--- config.mk ---
export PLATFORM = sky130hd
export DESIGN_NAME = alarm_mode_ctrl_flat
export DESIGN_NICKNAME = d
export VERILOG_FILES = /design/src/rtl/alarm_mode_ctrl_if.sv /design/src/rtl/alarm_mode_ctrl.sv /design/src/flat_wrapper.sv
export SDC_FILE = /design/constraint.sdc
export NUM_CORES = 1
export LEC_CHECK = 0
export CAP_MARGIN = 25
export CORE_UTILIZATION = 57
export CTS_BUF_LIST = sky130_fd_sc_hd__clkbuf_8
export CTS_CLUSTER_SIZE = 12
export DETAILED_ROUTE_END_ITERATION = 8
export GPL_TIMING_DRIVEN = 0
export PLACE_DENSITY = 0.86
export SETUP_SLACK_MARGIN = 0.05
export SYNTH_ARGS = -nofsm -noshare
export SYNTH_HDL_FRONTEND = slang
export SYNTH_SLANG_ARGS = --single-unit
--- constraint.sdc ---
create_clock -name clk -period 4.7 [get_ports clk]
set_clock_uncertainty 0.15 [all_clocks]
set_input_delay 1.41 -clock clk [delete_from_list [all_inputs] [get_ports clk]]
set_output_delay 1.41 -clock clk [all_outputs]
set_load 0.01 [all_outputs]
--- src/rtl/alarm_mode_ctrl_if.sv ---
// Button/tick inputs and mode/display outputs of the alarm-clock mode controller.
// The master side is the button front-end (or bench); the slave side is the controller.
interface alarm_mode_ctrl_if;
  logic       tick_1hz;
  logic       btn_mode;
  logic       btn_up;
  logic       btn_down;
  logic [2:0] state;
  logic       inc;
  logic       dec;
  logic       modeDisp;
  logic       blink;
  logic       edit_active;

  modport master (
    output tick_1hz, btn_mode, btn_up, btn_down,
    input  state, inc, dec, modeDisp, blink, edit_active
  );

  modport slave (
    input  tick_1hz, btn_mode, btn_up, btn_down,
    output state, inc, dec, modeDisp, blink, edit_active
  );
endinterface

--- src/rtl/alarm_mode_ctrl.sv ---
// Mode/edit controller for an alarm clock: cycles edit states on btn_mode, turns
// up/down buttons into inc/dec pulses or a 12/24h toggle, and times out idle edits.
module alarm_mode_ctrl #(
  parameter int TIMEOUT_S = 10
) (
  input logic               clk,
  input logic               reset_n,
  alarm_mode_ctrl_if.slave  io_ctl
);

  localparam logic [2:0] RUN         = 3'b000;
  localparam logic [2:0] SET_HR      = 3'b001;
  localparam logic [2:0] SET_MIN     = 3'b010;
  localparam logic [2:0] SET_ALM_HR  = 3'b011;
  localparam logic [2:0] SET_ALM_MIN = 3'b100;
  localparam logic [2:0] ALM_EN      = 3'b101;
  localparam logic [2:0] SET_FMT     = 3'b110;
  localparam logic [2:0] UNUSED      = 3'b111;

  localparam logic [5:0] TIMEOUT_V = 6'(TIMEOUT_S);

  logic [2:0] r_state;
  logic       r_inc;
  logic       r_dec;
  logic       r_fmt;
  logic       r_blink;
  logic [5:0] r_idle;

  logic [2:0] w_state_nxt;
  logic       w_edit;
  logic       w_field;
  logic       w_updn;
  logic       w_btn;
  logic       w_timeout;

  // Up and down together cancel each other, so only an exclusive press counts.
  always_comb begin
    w_edit    = (r_state != RUN);
    w_field   = (r_state >= SET_HR) && (r_state <= ALM_EN);
    w_updn    = io_ctl.btn_up ^ io_ctl.btn_down;
    w_btn     = io_ctl.btn_mode | w_updn;
    w_timeout = io_ctl.tick_1hz && w_edit && !w_btn &&
                ((r_idle + 6'd1) == TIMEOUT_V);
  end

  always_comb begin
    w_state_nxt = r_state;
    if (r_state == UNUSED) begin
      w_state_nxt = RUN;
    end else if (io_ctl.btn_mode) begin
      w_state_nxt = (r_state == SET_FMT) ? RUN : r_state + 3'd1;
    end else if (w_timeout) begin
      w_state_nxt = RUN;
    end
  end

  always_ff @(posedge clk) begin
    if (!reset_n) begin
      r_state <= RUN;
      r_inc   <= 1'b0;
      r_dec   <= 1'b0;
      r_fmt   <= 1'b0;
      r_blink <= 1'b0;
      r_idle  <= 6'd0;
    end else begin
      r_state <= w_state_nxt;
      r_inc   <= w_field && !io_ctl.btn_mode && io_ctl.btn_up   && !io_ctl.btn_down;
      r_dec   <= w_field && !io_ctl.btn_mode && io_ctl.btn_down && !io_ctl.btn_up;

      if ((r_state == SET_FMT) && !io_ctl.btn_mode && w_updn) begin
        r_fmt <= ~r_fmt;
      end

      if ((w_state_nxt == RUN) || w_btn) begin
        r_idle <= 6'd0;
      end else if (io_ctl.tick_1hz && w_edit) begin
        r_idle <= r_idle + 6'd1;
      end

      // Field is shown solid right after any interaction, blinks at 1 Hz otherwise.
      if (w_state_nxt == RUN) begin
        r_blink <= 1'b0;
      end else if (w_btn) begin
        r_blink <= 1'b1;
      end else if (io_ctl.tick_1hz) begin
        r_blink <= ~r_blink;
      end
    end
  end

  assign io_ctl.state       = r_state;
  assign io_ctl.inc         = r_inc;
  assign io_ctl.dec         = r_dec;
  assign io_ctl.modeDisp    = r_fmt;
  assign io_ctl.blink       = r_blink;
  assign io_ctl.edit_active = w_edit;

endmodule

--- src/flat_wrapper.sv ---
// flat-port wrapper written by rule: the top's interface ports become plain ports
module alarm_mode_ctrl_flat 
#(
  parameter int TIMEOUT_S = 10
)
  (clk, reset_n, io_ctl_tick_1hz, io_ctl_btn_mode, io_ctl_btn_up, io_ctl_btn_down, io_ctl_state, io_ctl_inc, io_ctl_dec, io_ctl_modeDisp, io_ctl_blink, io_ctl_edit_active);
  alarm_mode_ctrl_if io_ctl_i ();
  input logic clk;
  input logic reset_n;
  input wire logic [$bits(io_ctl_i.tick_1hz)-1:0] io_ctl_tick_1hz;
  input wire logic [$bits(io_ctl_i.btn_mode)-1:0] io_ctl_btn_mode;
  input wire logic [$bits(io_ctl_i.btn_up)-1:0] io_ctl_btn_up;
  input wire logic [$bits(io_ctl_i.btn_down)-1:0] io_ctl_btn_down;
  output wire logic [$bits(io_ctl_i.state)-1:0] io_ctl_state;
  output wire logic [$bits(io_ctl_i.inc)-1:0] io_ctl_inc;
  output wire logic [$bits(io_ctl_i.dec)-1:0] io_ctl_dec;
  output wire logic [$bits(io_ctl_i.modeDisp)-1:0] io_ctl_modeDisp;
  output wire logic [$bits(io_ctl_i.blink)-1:0] io_ctl_blink;
  output wire logic [$bits(io_ctl_i.edit_active)-1:0] io_ctl_edit_active;
  assign io_ctl_i.tick_1hz = io_ctl_tick_1hz;
  assign io_ctl_i.btn_mode = io_ctl_btn_mode;
  assign io_ctl_i.btn_up = io_ctl_btn_up;
  assign io_ctl_i.btn_down = io_ctl_btn_down;
  assign io_ctl_state = io_ctl_i.state;
  assign io_ctl_inc = io_ctl_i.inc;
  assign io_ctl_dec = io_ctl_i.dec;
  assign io_ctl_modeDisp = io_ctl_i.modeDisp;
  assign io_ctl_blink = io_ctl_i.blink;
  assign io_ctl_edit_active = io_ctl_i.edit_active;
  alarm_mode_ctrl #(.TIMEOUT_S(TIMEOUT_S)) u_core (.clk(clk), .reset_n(reset_n), .io_ctl(io_ctl_i));
endmodule
==> results.yml, run 1 <==
yosys:
  synthCells: 88
  ys_seq_area_share_pct: 34.32
  synth_seq_cells: 13
  synth_cell_type_count: 31
  syn_avg_cell_area_um2: 8.616
  synthesis.area_um2: 758.2
  mappedNetlistNets: 97
  yosysWarningCount: 0
die:
  pin_count: 14
  fp.dieH_um: 38.47
  num_rows: 12
  core-area_mm2: 0.001171
  die-area_mm2: 0.001480
  initial_core_util_pct: 64.74
  die_width_um: 38.47
clock_tree:
  cts_tree: "yes"
  postCtsHoldBufs: 0
  cts_resized: 0
  cts.sinks: 13
  clk_pin_slew_worst_paths_ns: 0.06
  h-tree-depth: 1
  clock_latency_ns: 0.24
  clock-root-buffer: "clkbuf_8"
  cts_made_buffers: 3
  post_cts_buffers: 0
  ctsLongestPathBuffers: 2
global_routing:
  grt_pass1_wl_mm: 2.649
  grt_use_total_pct: 26.55
  gr-total-overflow: 0
  antenna_found_initial: 0
  grt_pass1_vias: 606
  grt_max_degree: 11
critical_path:
  crit_fanout: 9
  arrival_ns: 1.64
  start_kind: "flop"
  crit_path_end_kind: "output pin"
  path_class: "flop to output pin"
  crit_required_ns: 3.14
sta:
  tns_ns: 0
  timing.hold.ws_ns: 0.3867
  max_slew_margin_pct: 74.09
  hold_violations: 0
  clock.fmax_mhz: 312.7
  period_needed_ns: 3.198
  drv_slew: 0
  tightest_slew_ns: 0.3832
  period_share_pct: 68.05
  rsz0062_at_grt: "false"
  final-setup-viol-count: 0
final_layout:
  final_cell_mix: "13 x clkdlybuf4s50_1, 13 x dfxtp_1, 7 x nor3_1, 7 x nor2_1, 6 x nand2_1"
  drive_above_1_share_pct: 9.524
  final_util_pct: 81.20
  area_growth_pct: 25.41
  n_antenna_cell: 0
  final_nets: 115
worst_hold_path:
  hp-class: "flop to flop"
pwr:
  vdd_drop_max_v: 0.0002014
  powerDensity_mw_per_mm2: 265.1
  leakagePower_nw: 0.3416
route:
  dr.first_iter.drc_count: 16
  wire_per_inst_um: 13.52
  dr_total_vias: 674
  totalWireLength_mm: 1.609
  via_per_inst: 5.664
  drtAntennaViolNets: 0
  drt_pre_antenna_iters: 4
  remaining_drc_errors: 0
flow_run:
  max_cap_viol_count: 0
placed_design:
  gp_congestion: 0.8384
  io_buffers: 13
  dp_hpwl_mm: 1.200
run_status:
  status: "complete, no violations"
## worst paths after layout
check                  endpoint  cells past startpoint              startpoint  slack [ns]
max reg2reg    u_core.r_idle[0]                      7  u_core.io_ctl.state[0]        2.60
max          io_ctl_edit_active                      4  u_core.io_ctl.state[0]        1.50
min            u_core.r_idle[5]                      2        u_core.r_idle[5]        0.39
min reg2reg    u_core.r_idle[5]                      2        u_core.r_idle[5]        0.39
## per-stage QoR
stage / std cells / power, mW / worst slack (ns) / area, um2
finish: 119 / 0.2521 / 1.502 / 950.9
detailed placement: 115 / 0.1542 / 1.446 / 905.9
CTS: 119 / 0.2528 / 1.494 / 950.9
global route: 119 / 0.2602 / 1.463 / 950.9
floorplan: 88 / 0.1384 / 2.112 / 758.2
global placement: 115 / 0.1532 / 1.452 / 905.9
## report_power, final
part | internal (mW) | switching (mW) | total [mW] | leakage, nW
combinational | 0.0205 | 0.0171 | 0.0376 | 0.209
sequential | 0.113 | 0.00209 | 0.115 | 0.105
clock | 0.0577 | 0.0420 | 0.0997 | 0.0269
## flip-flops by register name, summed over array words and instances (netlist names)
| name | count |
|---|---|
| u_core.io_ctl.blink | 1 |
| u_core.io_ctl.dec | 1 |
| u_core.io_ctl.inc | 1 |
| u_core.r_idle | 6 |
| u_core.io_ctl.state | 3 |
| u_core.io_ctl.modeDisp | 1 |
## layout make-up
type                            count  area [um2]
Timing Repair Buffer               13       130.1
Buffer                              4       30.03
Inverter                            2       7.507
Multi-Input combinational cell     69       460.4
Clock inverter                      1       3.754
Sequential cell                    13       260.3
Clock buffer                        3       41.29
Fill cell                          93       220.2
Tap cell                           14       17.52
## critical path, cell delays in order (launching register included)
cell and delay, ns:
dfxtp_1 0.32, buf_6 0.13, or3_1 0.32, buf_6 0.14, clkdlybuf4s50_1 0.48
## cell families after synthesis
group           Yosys count  synth area share (%)
simple gates             43                 33.66
flops                    13                 34.32
compound gates           12                 8.912
xor+xnor                  9                 10.40
buf+inv                   6                 4.951
fa+ha+maj                 3                 4.951
mux                       2                 2.805
## routing by layer
metal | vias to the layer above | GRT usage [%] | part of all wire [%] | wire (um)
met4 | 0 | 12.93 | 0.62 | 10
met3 | 2 | 3.488 | 4.5 | 73
met5 | - | 0 | 0 | 0
met1 | 308 | 33.10 | 45 | 729
li1 | 341 | - | - | -
met2 | 23 | 44.49 | 49 | 796
## synth_stat cells
cell type / number / share of area (%)
inv_1: 2 / 0.99
dfxtp_1: 13 / 34
a21o_1: 1 / 0.99
o21ai_0: 5 / 3.3
xor2_1: 5 / 5.8
nand4_2: 1 / 1.6
nand3_1: 3 / 2.0
nor2_1: 7 / 3.5
xnor2_1: 4 / 4.6
a21oi_1: 4 / 2.6
nor4b_1: 2 / 2.3
nor2b_1: 2 / 1.6
and2_1: 2 / 1.6
nor3_1: 7 / 4.6
nand4b_1: 1 / 1.2
or3_1: 2 / 1.6
ha_1: 3 / 5.0
mux2_2: 1 / 1.5
nand2b_1: 2 / 1.6
buf_6: 2 / 3.0
nand2_1: 6 / 3.0
nor4_2: 1 / 1.6
nor2_2: 1 / 0.83
clkbuf_1: 2 / 0.99
a211oi_1: 1 / 0.99
nand3b_1: 1 / 0.99
nor3b_1: 3 / 3.0
o211ai_1: 1 / 0.99
and2_4: 1 / 1.2
or4b_1: 1 / 1.3
mux2i_1: 1 / 1.3
(Power assumes the default switching activity.)
==> run 2, diff against run 1 <==
- CORE_UTILIZATION: 57 -> 52
- PLACE_DENSITY: 0.86 -> 0.79
- clock period: 4.7 -> 3.11 ns (I/O delays scaled with it)
==> run 2 against run 1 <==
  * Final cell count increased by 0.84%
  * Critical endpoint unchanged
  * Clock power up 49%
  * Combinational power increased by 47%
  * Die area increased by 9.1%
  * Sequential power rose by 51%
  * Worst hold slack improved by 0.0012 ns
  * Via count down 4.5%
  * Non-clock buffer count unchanged
  * Utilization shrank 9.8 points
  * Design area rose by 0.13%
==> results.yml, run 2 (synthesis results as in run 1) <==
route:
  via_per_inst: 5.367
  dr_wl_met2_um: 608
  remaining_drc_errors: 0
  met3_length_um: 79
  dr.first_iter.drc_count: 11
  dr_total_vias: 644
  drt-met1-wl_um: 686
  drt_pre_antenna_iters: 4
  totalWireLength_mm: 1.397
  wire_per_inst_um: 11.64
  drtAntennaViolNets: 0
  routed.top_layer: "met4"
critical_path:
  arrival_ns: 1.63
  slowest_stage: "clkdlybuf4s50_1"
  ff2ff_path_depth: 7
  critPathMaxStageDelay_ns: 0.47
  crit_fanout: 9
  start_kind: "flop"
  rrSetupSlack_ns: 1.00
  crit_path_end_kind: "output pin"
  cp_cell_sequence: "buf_6 > or3_1 > buf_6 > clkdlybuf4s50_1"
  r2r_start: "u_core.io_ctl.state[0]"
  cp_common_cell: "buf_6"
  path_class: "flop to output pin"
  crit_required_ns: 2.03
  timing.rr.end: "u_core.r_idle[1]"
worst_hold_path:
  hp-class: "flop to flop"
  whs_path_depth: 2
  hold_path.startpoint: "u_core.r_idle[5]"
  holdPathEnd: "u_core.r_idle[5]"
die:
  die-area_mm2: 0.001615
  initial_core_util_pct: 56.85
  fp.dieH_um: 40.19
  die_width_um: 40.19
  pin_count: 14
  num_rows: 13
  core-area_mm2: 0.001334
global_routing:
  grt_pass1_wl_mm: 2.187
  grt_pass1_vias: 520
  grt_max_degree: 11
  gr-total-overflow: 0
  grt_use_total_pct: 20.78
  antenna_found_initial: 0
final_layout:
  final_cell_mix: "13 x clkdlybuf4s50_1, 13 x dfxtp_1, 7 x nor3_1, 7 x nor2_1, 6 x nand2_1"
  largest_reg_flops: 6
  n_antenna_cell: 0
  final_util_pct: 71.39
  final_nets: 115
  top_register: "u_core.r_idle"
  area_growth_pct: 25.58
  multi_input_area_um2: 460.4
  drive_above_1_share_pct: 9.524
  num-fill-cells: 105
  regArea_um2: 260.3
pwr:
  powerDensity_mw_per_mm2: 397.0
  vdd_drop_max_v: 0.0003391
  leakagePower_nw: 0.3416
clock_tree:
  cts_tree: "yes"
  cts_resized: 0
  cts_made_buffers: 3
  clk_pin_slew_worst_paths_ns: 0.06
  ctsLongestPathBuffers: 2
  clock_latency_ns: 0.24
  clock-root-buffer: "clkbuf_8"
  cts.sinks: 13
  postCtsHoldBufs: 0
  post_cts_buffers: 0
  h-tree-depth: 1
sta:
  rsz0062_at_grt: "false"
  tns_ns: 0
  period_needed_ns: 2.711
  drv_slew: 0
  hold_violations: 0
  timing.hold.ws_ns: 0.3879
  final-setup-viol-count: 0
  clock.fmax_mhz: 368.9
  tightest_slew_ns: 0.3831
  max_slew_margin_pct: 74.10
  period_share_pct: 87.16
placed_design:
  io_buffers: 13
  dp_hpwl_mm: 1.023
  gp_congestion: 0.8375
run_status:
  status: "complete, no violations"
flow_run:
  max_cap_viol_count: 0
[run 2: cell counts in the layout (fill, tap and decap cells not counted)]
Identical to the previous run, type by type.
[run 2: cell type report]
type	instances	area share, %
sequential	13	27.33
timing repair buffer	13	13.67
inverter	2	0.7884
clock buffer	3	4.336
clock inverter	1	0.3942
buffer	4	3.154
tap	15	1.971
multi-input combinational	69	48.36
[run 2: metrics by stage]
step	power [mW]	cells	setup slack, ns	cell area [um2]
6_report	0.3781	120	0.3994	952.2
3_5_place_dp	0.2324	116	0.3381	907.1
4_1_cts	0.3831	120	0.3900	952.2
3_3_place_gp	0.2320	116	0.3408	907.1
5_1_grt	0.3945	120	0.3651	952.2
2_1_floorplan	0.2091	88	0.9985	758.2
[run 2: where the power goes]
group	switching (mW)	leakage, nW	internal, mW
clock network	0.0620	0.0269	0.0872
logic	0.0241	0.209	0.0310
registers	0.00325	0.105	0.170
total	0.0894	0.342	0.289
[run 2: worst max path at each step]
| stage | from | endpoint | slack, ns | cells after the start |
|---|---|---|---|---|
| 2_1_floorplan | io_ctl_btn_down | u_core.r_idle[0] | 1.0 | 4 |
| 3_3_place_gp | io_ctl_btn_down | u_core.r_idle[3] | 0.34 | 6 |
| 3_5_place_dp | io_ctl_btn_down | u_core.r_idle[1] | 0.34 | 6 |
| 4_1_cts | u_core.io_ctl.state[0] | io_ctl_edit_active | 0.39 | 4 |
| 5_1_grt | u_core.io_ctl.state[0] | io_ctl_edit_active | 0.37 | 4 |
| 6_report | u_core.io_ctl.state[0] | io_ctl_edit_active | 0.40 | 4 |
[run 2: per-layer routing]
metal / global-route usage, % / up-vias
li1: - / 344
met4: 14.17 / 0
met5: 0 / -
met1: 27.09 / 280
met2: 29.84 / 16
met3: 5.000 / 4
[run 2: worst max-delay path, delay by kind of cell (launching register included)]
kind / cells / cell delay [ns]
buffers and inverters: 3 / 0.74
AND/OR/NAND/NOR: 1 / 0.32
flip-flops: 1 / 0.32
